## config.mk

```make
export PLATFORM = sky130hd
export DESIGN_NAME = bit_counter_param
export DESIGN_NICKNAME = d
export VERILOG_FILES = /design/src/rtl/bit_counter_param.sv
export SDC_FILE = /design/constraint.sdc
export NUM_CORES = 1
export LEC_CHECK = 0
export ABC_AREA = 1
export BUFFER_PORTS_ARGS = -buffer_cell sky130_fd_sc_hd__buf_2
export CORE_ASPECT_RATIO = 1.2
export CORE_MARGIN = 4
export CORE_UTILIZATION = 54
export DETAILED_ROUTE_END_ITERATION = 10
export GPL_TIMING_DRIVEN = 1
export PLACE_DENSITY = 0.87
export SETUP_SLACK_MARGIN = 0.5
export SYNTH_ARGS = -nofsm -noshare
export SYNTH_HDL_FRONTEND = slang
export SYNTH_SLANG_ARGS = --single-unit
```

## constraint.sdc

```tcl
create_clock -name clk -period 2.7 [get_ports clk]
set_clock_uncertainty 0.05 [all_clocks]
set_input_delay 0.135 -clock clk [delete_from_list [all_inputs] [get_ports clk]]
set_output_delay 0.135 -clock clk [all_outputs]
set_load 0.01 [all_outputs]
```

## src/rtl/bit_counter_param.sv

```systemverilog
`default_nettype none
// ============================================================================
//  Module   : bit_counter_param
//  Summary  : Start/done population counter over a DATA_W-bit word. It counts
//             ones, or zeros when count_zeros is set. Each cycle it shifts the
//             captured word right and adds the bit shifted out. It stops early
//             as soon as the shift register is empty.
//  Revision : 1.0 - initial release
// ============================================================================
module bit_counter_param #(
    parameter int DATA_W = 10,
    parameter int RES_W  = $clog2(DATA_W + 1)
) (
    input  logic              clk,
    input  logic              reset,
    input  logic              start,
    input  logic              count_zeros,
    input  logic [DATA_W-1:0] data_in,
    output logic              busy,
    output logic              done,
    output logic              a_eq_zero,
    output logic [RES_W-1:0]  result
);

    typedef enum logic [1:0] {
        S_IDLE  = 2'd0,
        S_COUNT = 2'd1,
        S_DONE  = 2'd2
    } state_t;

    state_t              r_state;
    logic [DATA_W-1:0]   r_a;
    logic [RES_W-1:0]    r_result;
    logic                r_busy;
    logic                r_done;
    logic                w_a_eq_zero;

    assign w_a_eq_zero = (r_a == '0);

    always_ff @(posedge clk or posedge reset) begin
        if (reset) begin
            r_state  <= S_IDLE;
            r_a      <= '0;
            r_result <= '0;
            r_busy   <= 1'b0;
            r_done   <= 1'b0;
        end else begin
            case (r_state)
                S_IDLE: begin
                    if (start) begin
                        r_a      <= count_zeros ? ~data_in : data_in;
                        r_result <= '0;
                        r_busy   <= 1'b1;
                        r_state  <= S_COUNT;
                    end
                end
                S_COUNT: begin
                    // Early exit: once no set bits remain, the count is final.
                    if (w_a_eq_zero) begin
                        r_busy  <= 1'b0;
                        r_done  <= 1'b1;
                        r_state <= S_DONE;
                    end else begin
                        r_a      <= r_a >> 1;
                        r_result <= r_result + RES_W'(r_a[0]);
                    end
                end
                S_DONE: begin
                    // Hold until the requester drops start (full handshake).
                    if (!start) begin
                        r_done  <= 1'b0;
                        r_state <= S_IDLE;
                    end
                end
                default: begin
                    r_busy  <= 1'b0;
                    r_done  <= 1'b0;
                    r_state <= S_IDLE;
                end
            endcase
        end
    end

    assign busy      = r_busy;
    assign done      = r_done;
    assign a_eq_zero = w_a_eq_zero;
    assign result    = r_result;

endmodule
`default_nettype wire

```

### After elaboration in Yosys (flattened, before gate mapping)

Index checks and enable logic that the tools add are counted.
W data, S select, Z words.

| operators by class | value |
|---|---|
| add/subtract/negate cells | 1 |
| eq/ne operators | 6 |
| multiplexer cells | 17 |
| bitwise gates (word level) | 3 |
| reduce and logical (&&, ||, !) cells | 7 |

Operators by type and width:

| cell | number |
|---|---|
| $mux W10 | 3 |
| $pmux W10 S2 | 1 |
| $reduce_and A3 Y1 | 4 |
| $logic_not A10 Y1 | 1 |
| $not A10 Y10 | 1 |
| $mux W4 | 2 |
| $ne A2 B2 Y1 const B | 4 |
| $pmux W4 S2 | 1 |
| $mux W2 | 3 |
| $pmux W1 S3 | 2 |
| $pmux W2 S3 | 1 |
| $add A4 B1 Y4 | 1 |
| $mux W1 | 4 |
| $eq A2 B1 Y1 const B | 1 |
| $eq A2 B2 Y1 const B | 1 |
| $logic_not A2 Y1 | 1 |
| $not A1 Y1 | 2 |
| $reduce_bool A2 Y1 | 1 |

| storage, ports and cells | value |
|---|---|
| bits in registers | 18 |
| input port bits | 14 |
| output and inout port bits | 7 |
| logic and storage cells | 39 |

### Logic depth before layout (Yosys ltp)

Gate-level depths: netlist (run 1).

| logic depth | value |
|---|---|
| depth in word-level cells | 4 |
| depth in mapped cells | 7 |
| gate-level depth less buffers | 6 |

### Worst setup path before layout (run 1)

No wires, ideal clock.

| timing | value |
|---|---|
| kind | register to register |
| start point | reg r_a[9] |
| end point | reg r_a[9] |
| library setup time | 0.115 ns |
| data arrival time | 1.108 ns |
| required time | 2.535 ns |
| path slack | 1.426 ns |
| stages on the path, launching flop included | 8 |
| buffers on the path | 1 |
| clock period less this slack | 1.274 ns |
| cell sequence | dfrtp_1 > nor2_2 > nand3_2 > o21bai_4 > nand2_4 > buf_6 > nand2_2 > nand2_2 |

| between the ends | value |
|---|---|
| cells in the longest elaborated chain, start to end | 3 |

Ends and longest elaborated chain:

| item | line | source |
|---|---|---|
| from (decl) | 32 | `logic [DATA_W-1:0] r_a;` |
| from (signal assigned) | 51 | `r_a <= count_zeros ? ~data_in : data_in;` |
| from (signal assigned) | 64 | `r_a <= r_a >> 1;` |
| $logic_not A10 Y1 | 38 | `assign w_a_eq_zero = (r_a == '0);` |
| $ne A2 B2 Y1 (no source line) | - |  |
| $reduce_and A3 Y1 (no source line) | - |  |

Every way passes these cells.
A chain may end at the register's enable or synchronous reset.

### Worst setup path after layout (run 1)

| timing | value |
|---|---|
| start point | reg r_state[1] |
| end point | reg r_a[4] |

| between the ends | value |
|---|---|
| cells in the longest elaborated chain, start to end | 3 |
| elaborated cells on any way between the ends | 7 |
| those cells by class | eq/ne (3); mux (1); reduce/logical (3) |

Ends and longest elaborated chain:

| item | line | source |
|---|---|---|
| from (decl) | 31 | `state_t r_state;` |
| from (signal assigned) | 42 | `r_state <= S_IDLE;` |
| from (signal assigned) | 54 | `r_state <= S_COUNT;` |
| from (signal assigned) | 62 | `r_state <= S_DONE;` |
| $eq A2 B1 Y1 or $logic_not A2 Y1 (tied branches) | 48 | `case (r_state)` |
| $ne A2 B2 Y1 (no source line) or $reduce_bool A2 Y1 (tied branches) | - |  |
| $reduce_and A3 Y1 (no source line) | - |  |

Several ways; a longest one is shown, not always the timed one.

==> impl_metrics.tcl, run 1 <==
set metrics [dict create \
    io_pins 21 \
    worstMarginPinSlew_ns 0.6809 \
    die_area_um2 2856 \
    syn_inst 132 \
    grt_max_degree 23 \
    p_sw_share_pct 46.80 \
    pwr-share-comb_pct 54.7 \
    drcViolationCount 0 \
    grt_pass1_wl_um 3684 \
    required_ns 2.83 \
    grt_usage_pct 16.42 \
    dp_hpwl_um 1519 \
    wirelength_um 2156 \
    ant_nets 0 \
    seq_power_share_pct 36.2 \
    crit_family "simple AND/OR/NAND/NOR gates" \
    cp_slowest_cell "dfrtp_1" \
    path_cells "inv_2, nand2_2, o21bai_4, nand2_4, nand2_1, nand2_1" \
    crit_path_max_incr_delay_ns 0.40 \
    max_slew_margin_pct 54.56 \
    routabilityCongestion 0.8584 \
    avgRoutedWirePerCell_um 12.76 \
    synth_area_um2 1114 \
    whs_ns 0.07680 \
    antenna_found_initial 0 \
    setup_viol 0 \
    rsz0062_at_grt "no" \
    crit_path_frequent_cell "nand2_1" \
    peakVddDrop_v 0.0005757 \
    netlist-cell-type-count 21 \
    syn_area_per_cell_um2 8.436 \
    start_util_pct 58.82 \
    cap_violations 0 \
    insertedDiodeCount 0 \
    seq_area_um2 450.4 \
    fin_nets 168 \
    tritoncts "yes" \
    finalCriticalPeriod_ns 1.627 \
    hold_class "in -> reg" \
    numPortBuffers 20 \
    root_buffer "clkbuf_4" \
    cts_resized 0 \
    chipHeight_um 57.75 \
    num-fill-cells 166 \
    drv_slew 0 \
    outcome "finished clean" \
    overflow 0 \
    drtPass1Iterations 4 \
    p_clk_share_pct 9.1 \
    p_per_area_nw_per_um2 1154 \
    via_per_inst 5.485 \
    die_w_um 49.46 \
    crit_arrival_ns 1.76 \
    clock_latency_ns 0.29 \
    power.switching_w 0.0006601 \
    multi_input_area_um2 589.3 \
    power.internal_w 0.0007504 \
    tns_ns 0 \
    std_cell_rows 17 \
    cts.repair_timing.setup_buffer_count 0 \
    vias 927 \
    yosysSeqAreaShare_pct 40.45 \
    max_freq_mhz 614.7 \
    cp-start-kind "flop" \
    path_class "reg -> reg" \
    p_leak_nw 0.6147 \
    hold_viol_final 0 \
    end_kind "flop" \
    grt_pass1_vias 881 \
    cts-htree-levels 1 \
    clockBufferDepth 2 \
    yosys_warnings 0 \
    area_growth_pct 9.775 \
    finalCritPeriodShare_pct 60.26 \
    core-area_um2 1893 \
    crit_fanout 22 \
    cts_buffers 3 \
    crit_buf_inv 1 \
    drt_iter0_drc 20 \
    cts.sinks 18 \
    clk_pin_slew_ns 0.09 \
    synth_seq_cells 18 \
    synth_nets 148 \
    drive_gt1_share_pct 33.33 \
]
-- layout make-up --
cell class | instances | area share (%)
Clock buffer | 3 | 1.842
Sequential cell | 18 | 36.85
Inverter | 7 | 2.149
Timing Repair Buffer | 21 | 9.007
Multi-Input combinational cell | 101 | 48.21
Tap cell | 19 | 1.945
-- synthesized netlist by cell type --
cell,count,area share [%]
nor2_1,16,5.4
buf_6,2,2.0
nand2_4,1,1.0
nand3_1,16,7.2
ha_1,2,2.2
nor2_2,2,1.1
nand3_2,1,0.90
nand2_1,12,4.0
buf_2,2,0.90
o21ai_0,1,0.45
inv_1,6,2.0
o21bai_4,1,1.7
a21oi_1,14,6.3
inv_2,1,0.34
nand4_1,3,1.7
xor2_1,1,0.79
nand2_2,20,11
buf_4,2,1.3
nor2_4,1,1.0
dfrtp_1,18,40
xnor2_1,10,7.9
-- stage by stage --
| stage | utilization, % | std cells | total power (W) | cell area (um^2) | setup WS [ns] |
|---|---|---|---|---|---|
| after global routing | 64.57 | 169 | 0.001555 | 1222 | 0.9493 |
| after global placement | 62.86 | 165 | 0.001252 | 1190 | 1.158 |
| final | 64.57 | 169 | 0.001411 | 1222 | 1.073 |
| after detailed placement | 62.86 | 165 | 0.001285 | 1190 | 1.100 |
| after CTS | 64.57 | 169 | 0.001416 | 1222 | 1.090 |
| after floorplan | - | 132 | 0.001165 | 1114 | 1.426 |
-- placed cells by master, fill, tap and decap left out, types with 2 or more instances in the layout --
cell and count:
nand2_2 20, buf_2 20, dfrtp_1 18, nor2_1 16, nand3_1 16, a21oi_1 14
nand2_1 12, xnor2_1 10, inv_1 6, nand4_1 3, clkbuf_4 3, nor2_2 2
ha_1 2
-- power by group through the flow --
stage | Clock, W | Sequential [W] | Combinational (W)
floorplan | 0 | 0.000509 | 0.000656
global placement | 0 | 0.000505 | 0.000747
detailed placement | 0 | 0.000514 | 0.000771
CTS | 0.000133 | 0.000508 | 0.000775
global route | 0.000148 | 0.000522 | 0.000885
finish | 0.000129 | 0.000511 | 0.000771
-- path summary, 6_finish.rpt --
kind,startpoint,slack [ns],endpoint,cells past startpoint
min in group asynchronous,reset,0.45,r_a[8],3
worst min-delay path,data_in[9],0.08,r_a[9],4
worst min register to register,done,0.47,done,2
worst max register to register,r_state[1],1.07,r_a[4],6
worst max-delay path,r_state[1],1.07,r_a[4],6
max in group asynchronous,reset,1.72,r_state[0],3
-- cell families (layout without fill, tap and decap cells) --
group	Yosys count	count (layout)	synth area share, %
and+or+nand+nor	72	72	33.60
DFF	18	18	40.45
buffers and inverters	13	31	6.628
AOI/OAI and AO/OA	16	16	8.427
adders and majority gates	2	2	2.247
xor gates and xnor gates	11	11	8.651
-- tightest hold or removal path, stage by stage --
cell	delay (ns)
buf_2	0.08
a21oi_1	0.07
nand2_2	0.06
nand2_2	0.04
-- registers in the layout (all words and copies together), names as in the netlist --
signal / cells
r_state: 2
result: 4
r_a: 10
done: 1
busy: 1
-- repair_timing --
action | CTS | global route
hold endpoints to repair | 18 | 0
endpoints found under the setup margin | 0 | 0
hold buffers | 1 | 0
-- metal layers --
layer | part of all wire [%] | global-route usage (%) | vias up
met5 | 0 | 0 | -
met4 | 1.1 | 6.324 | 0
met3 | 6.4 | 3.085 | 4
met2 | 50 | 28.74 | 35
met1 | 42 | 20.00 | 427
li1 | - | - | 461
Power figures use the tool's default switching activity.
==> inputs of run 2 (changes only) <==
clock period = 1.6 ns   (was 2.7 ns; I/O delays follow)
==> impl_metrics.tcl, run 2 (synthesized netlist as in run 1, its figures left out) <==
set metrics [dict create \
    outcome "finished clean" \
    cts-htree-levels 1 \
    path_class "reg -> reg" \
    numPortBuffers 20 \
    required_ns 1.80 \
    root_buffer "clkbuf_4" \
    hold_viol_final 0 \
    io_pins 21 \
    largest_register_ffs 10 \
    start_util_pct 58.82 \
    crit_fanout 7 \
    power_w 0.003531 \
    final_cells 193 \
    die_w_um 49.46 \
    final_cell_mix "20 x buf_2, 19 x nand2_2, 18 x buf_4" \
    placed_cells_incl_taps 168 \
    area_growth_pct 43.15 \
    drt_iter0_drc 42 \
    die_area_um2 2856 \
    num-fill-cells 91 \
    setup_ws_ns 0.02142 \
    holdPathStages 4 \
    finalCriticalPeriod_ns 1.579 \
    cts_buffers 3 \
    tritoncts "yes" \
    core-area_um2 1893 \
    final_common_cell "buf_2" \
    drive_gt1_share_pct 55.75 \
    dp_hpwl_um 1636 \
    grt_pass1_vias 1036 \
    max_freq_mhz 633.5 \
    clockBufferDepth 2 \
    insertedDiodeCount 0 \
    cp-start-kind "flop" \
    finalCritPeriodShare_pct 98.66 \
    worstMarginPinSlew_ns 0.7420 \
    setup_viol 0 \
    cts.sinks 18 \
    clk_pin_slew_ns 0.11 \
    crit_arrival_ns 1.78 \
    cap_violations 0 \
    hold_class "in -> reg" \
    grt_usage_pct 20.81 \
    clock_latency_ns 0.30 \
    drv_slew 0 \
    rsz0062_at_grt "yes" \
    post-place-ws_ns 0.1767 \
    avgRoutedWirePerCell_um 18.07 \
    peakVddDrop_v 0.001265 \
    chipHeight_um 57.75 \
    max_slew_margin_pct 50.48 \
    fin_nets 191 \
    worstRegToRegCells 8 \
    grt_pass1_wl_um 4643 \
    p_per_area_nw_per_um2 2215 \
    via_per_inst 5.891 \
    drtPass1Iterations 4 \
    std_cell_rows 17 \
    overflow 0 \
    p_leak_nw 0.7686 \
    drcViolationCount 0 \
    routabilityCongestion 0.7913 \
    top_register "r_a" \
    wirelength_um 3488 \
    antenna_found_initial 0 \
    end_kind "flop" \
    vias 1137 \
    ant_nets 0 \
    grt_max_degree 22 \
]
run 2: report_power, final:
part           total [W]  leakage (nW)  switching [W]  internal [W]
registers       0.000883         0.219       0.000214      0.000668
logic            0.00235         0.529        0.00129       0.00107
clock network   0.000295        0.0210       0.000157      0.000139
run 2: routing by layer:
layer	part of all wire, %	vias to the layer above	GRT usage [%]
li1	-	518	-
met1	38	527	24.27
met2	50	64	36.97
met3	4.6	28	2.828
met4	7.2	0	11.07
met5	0	-	0
run 2: worst paths after layout:
kind                             end  slack [ns]       start
min in group asynchronous  result[2]        0.38       reset
hold / removal                r_a[9]       0.009  data_in[9]
setup reg to reg              r_a[7]        0.02      r_a[7]
max in group asynchronous     r_a[6]        0.61       reset
setup / recovery              r_a[7]        0.02      r_a[7]
hold reg to reg                 done        0.48        done
run 2: repair_timing:
item | 4_1_cts | 5_1_grt
endpoints found under the setup margin | 19 | 19
cloned | 1 | 0
hold buffers | 1 | 0
pin swaps | 9 | 9
resized for setup | 14 | 22
setup buffers | 10 | 9
hold endpoints to repair | 18 | 0
run 2: layout make-up:
cell class                      count  area, um^2  area share (%)
Multi-Input combinational cell    102       749.5           47.02
Clock buffer                        4       36.28           2.276
Timing Repair Buffer               43       306.5           19.23
Inverter                            7       26.28           1.648
Tap cell                           19       23.77           1.491
Sequential cell                    18       451.7           28.34
run 2: critical path, stage by stage (launching register included):
cell and delay (ns):
dfrtp_1 0.42, nor2_2 0.17, buf_4 0.14, nand3_2 0.10, o21bai_4 0.18, buf_12 0.17, buf_8 0.12, nand3_2 0.08
nand2_2 0.09
run 2: through the flow:
step | utilization (%) | TNS, ns | hold slack (ns) | area (um^2)
finish | 84.20 | 0 | 0.009401 | 1594
global route | 84.20 | -0.04602 | 0.01826 | 1594
floorplan | - | 0 | -0.03143 | 1126
detailed placement | 64.71 | 0 | 0.1773 | 1225
CTS | 74.62 | 0 | 0.003624 | 1413
global placement | 64.71 | 0 | 0.1588 | 1225
==> inputs of run 3 (changes only) <==
PLACE_DENSITY = unset   (was 0.87)
PLACE_DENSITY_LB_ADDON = 0.15   (was unset)
==> impl_metrics.tcl, run 3 (synthesized netlist as in run 1, its figures left out) <==
set metrics [dict create \
    outcome "finished clean" \
    drt_iter0_drc 31 \
    io_pins 21 \
    p_clk_share_pct 8.9 \
    area_growth_pct 41.69 \
    hold_viol_final 0 \
    end_kind "output pin" \
    cap_violations 0 \
    chipHeight_um 57.75 \
    setup_viol 0 \
    max_freq_mhz 657.5 \
    fin_nets 190 \
    grt_pass1_vias 1017 \
    drcViolationCount 0 \
    peakVddDrop_v 0.001459 \
    seq_area_um2 451.7 \
    design_area_um2 1578 \
    whs_ns 0.002817 \
    start_util_pct 58.82 \
    die_w_um 49.46 \
    drive_gt1_share_pct 57.23 \
    multi_input_area_um2 738.2 \
    drv_slew 0 \
    worstRegToRegCells 8 \
    hold_class "in -> reg" \
    vias 1059 \
    ant_nets 0 \
    std_cell_rows 17 \
    overflow 0 \
    p_sw_share_pct 45.99 \
    core-area_um2 1893 \
    seq_power_share_pct 26.0 \
    clock_latency_ns 0.31 \
    die_area_um2 2856 \
    crit_arrival_ns 1.39 \
    largest_register_ffs 10 \
    cts.sinks 18 \
    cts_buffers 3 \
    num-fill-cells 115 \
    grt_max_degree 22 \
    max_slew_margin_pct 53.39 \
    p_per_area_nw_per_um2 2127 \
    numPortBuffers 20 \
    final_cell_mix "24 x nand2_2, 19 x buf_2, 17 x dfrtp_1" \
    routabilityCongestion 0.7648 \
    dp_hpwl_um 1675 \
    rsz0062_at_grt "yes" \
    p_leak_nw 0.7488 \
    crit_fanout 2 \
    root_buffer "clkbuf_4" \
    power.switching_w 0.001543 \
    pwr-share-comb_pct 65.1 \
    finalCritPeriodShare_pct 95.05 \
    grt_pass1_wl_um 4629 \
    wirelength_um 3038 \
    clk_pin_slew_ns 0.11 \
    drtPass1Iterations 5 \
    worstMarginPinSlew_ns 0.6984 \
    avgRoutedWirePerCell_um 15.82 \
    finalCriticalPeriod_ns 1.521 \
    final_common_cell "nand2_2" \
    cp-start-kind "flop" \
    grt_usage_pct 20.90 \
    top_register "r_a" \
    antenna_found_initial 0 \
    via_per_inst 5.516 \
    power.internal_w 0.001813 \
    clockBufferDepth 2 \
    placed_area_um2 1225 \
    required_ns 1.47 \
    holdPathStages 4 \
    path_class "reg -> out" \
    tritoncts "yes" \
    cts-htree-levels 1 \
    insertedDiodeCount 0 \
]
==> run 3: metal layers <==
metal	GRT usage [%]	up-vias	routed length [um]
met5	0	-	0
met4	7.510	0	86
met3	2.571	11	134
met2	38.89	34	1579
met1	24.56	503	1238
li1	-	511	-
==> run 3: final timing paths <==
check                        endpoint  slack (ns)  startpoint
hold / removal                 r_a[9]       0.003  data_in[9]
max in group asynchronous  r_state[0]        0.65       reset
setup reg to reg               r_a[4]        0.13      r_a[7]
hold reg to reg                  busy        0.49        busy
setup / recovery            a_eq_zero        0.08      r_a[7]
min in group asynchronous   result[2]        0.35       reset
==> run 3: cell type report <==
class	count	area share, %
Multi-Input combinational cell	103	46.79
Inverter	7	1.665
Tap cell	19	1.507
Clock buffer	4	2.300
Timing Repair Buffer	41	19.11
Sequential cell	18	28.63
==> run 3: timing repair <==
| action | 4_1_cts | 5_1_grt |
|---|---|---|
| buffers inserted | 10 | 7 |
| hold buffers | 1 | 0 |
| setup endpoints to repair | 19 | 19 |
| pin swaps | 18 | 11 |
| gates cloned | 2 | 0 |
| hold endpoints to repair | 18 | 0 |
| gates resized for setup | 23 | 13 |
==> run 3: metrics by stage <==
stage,setup slack (ns),power (W),instances,util [%],TNS (ns)
3_3_place_gp,0.2135,0.002212,168,64.71,0
4_1_cts,0.1886,0.003031,185,77.99,0
2_1_floorplan,0.3264,0.001980,132,-,0
3_5_place_dp,0.2056,0.002262,168,64.71,0
5_1_grt,-0.008165,0.003584,192,83.34,-0.008165
6_report,0.07920,0.003356,192,83.34,0
==> run 3: worst max-delay path, cell delays in order, from the launching register on <==
cell     delay [ns]
dfrtp_1        0.42
nor2_2         0.15
nand2_1        0.10
nor2_2         0.18
nand2_2        0.09
inv_2          0.05
buf_6          0.09
==> run 3: power by group through the flow <==
stage / registers, W / logic, W / clock network [W]
floorplan: 0.000863 / 0.00112 / 0
CTS: 0.000860 / 0.00188 / 0.000286
finish: 0.000873 / 0.00218 / 0.000299
detailed placement: 0.000875 / 0.00139 / 0
global route: 0.000902 / 0.00236 / 0.000318
global placement: 0.000864 / 0.00135 / 0
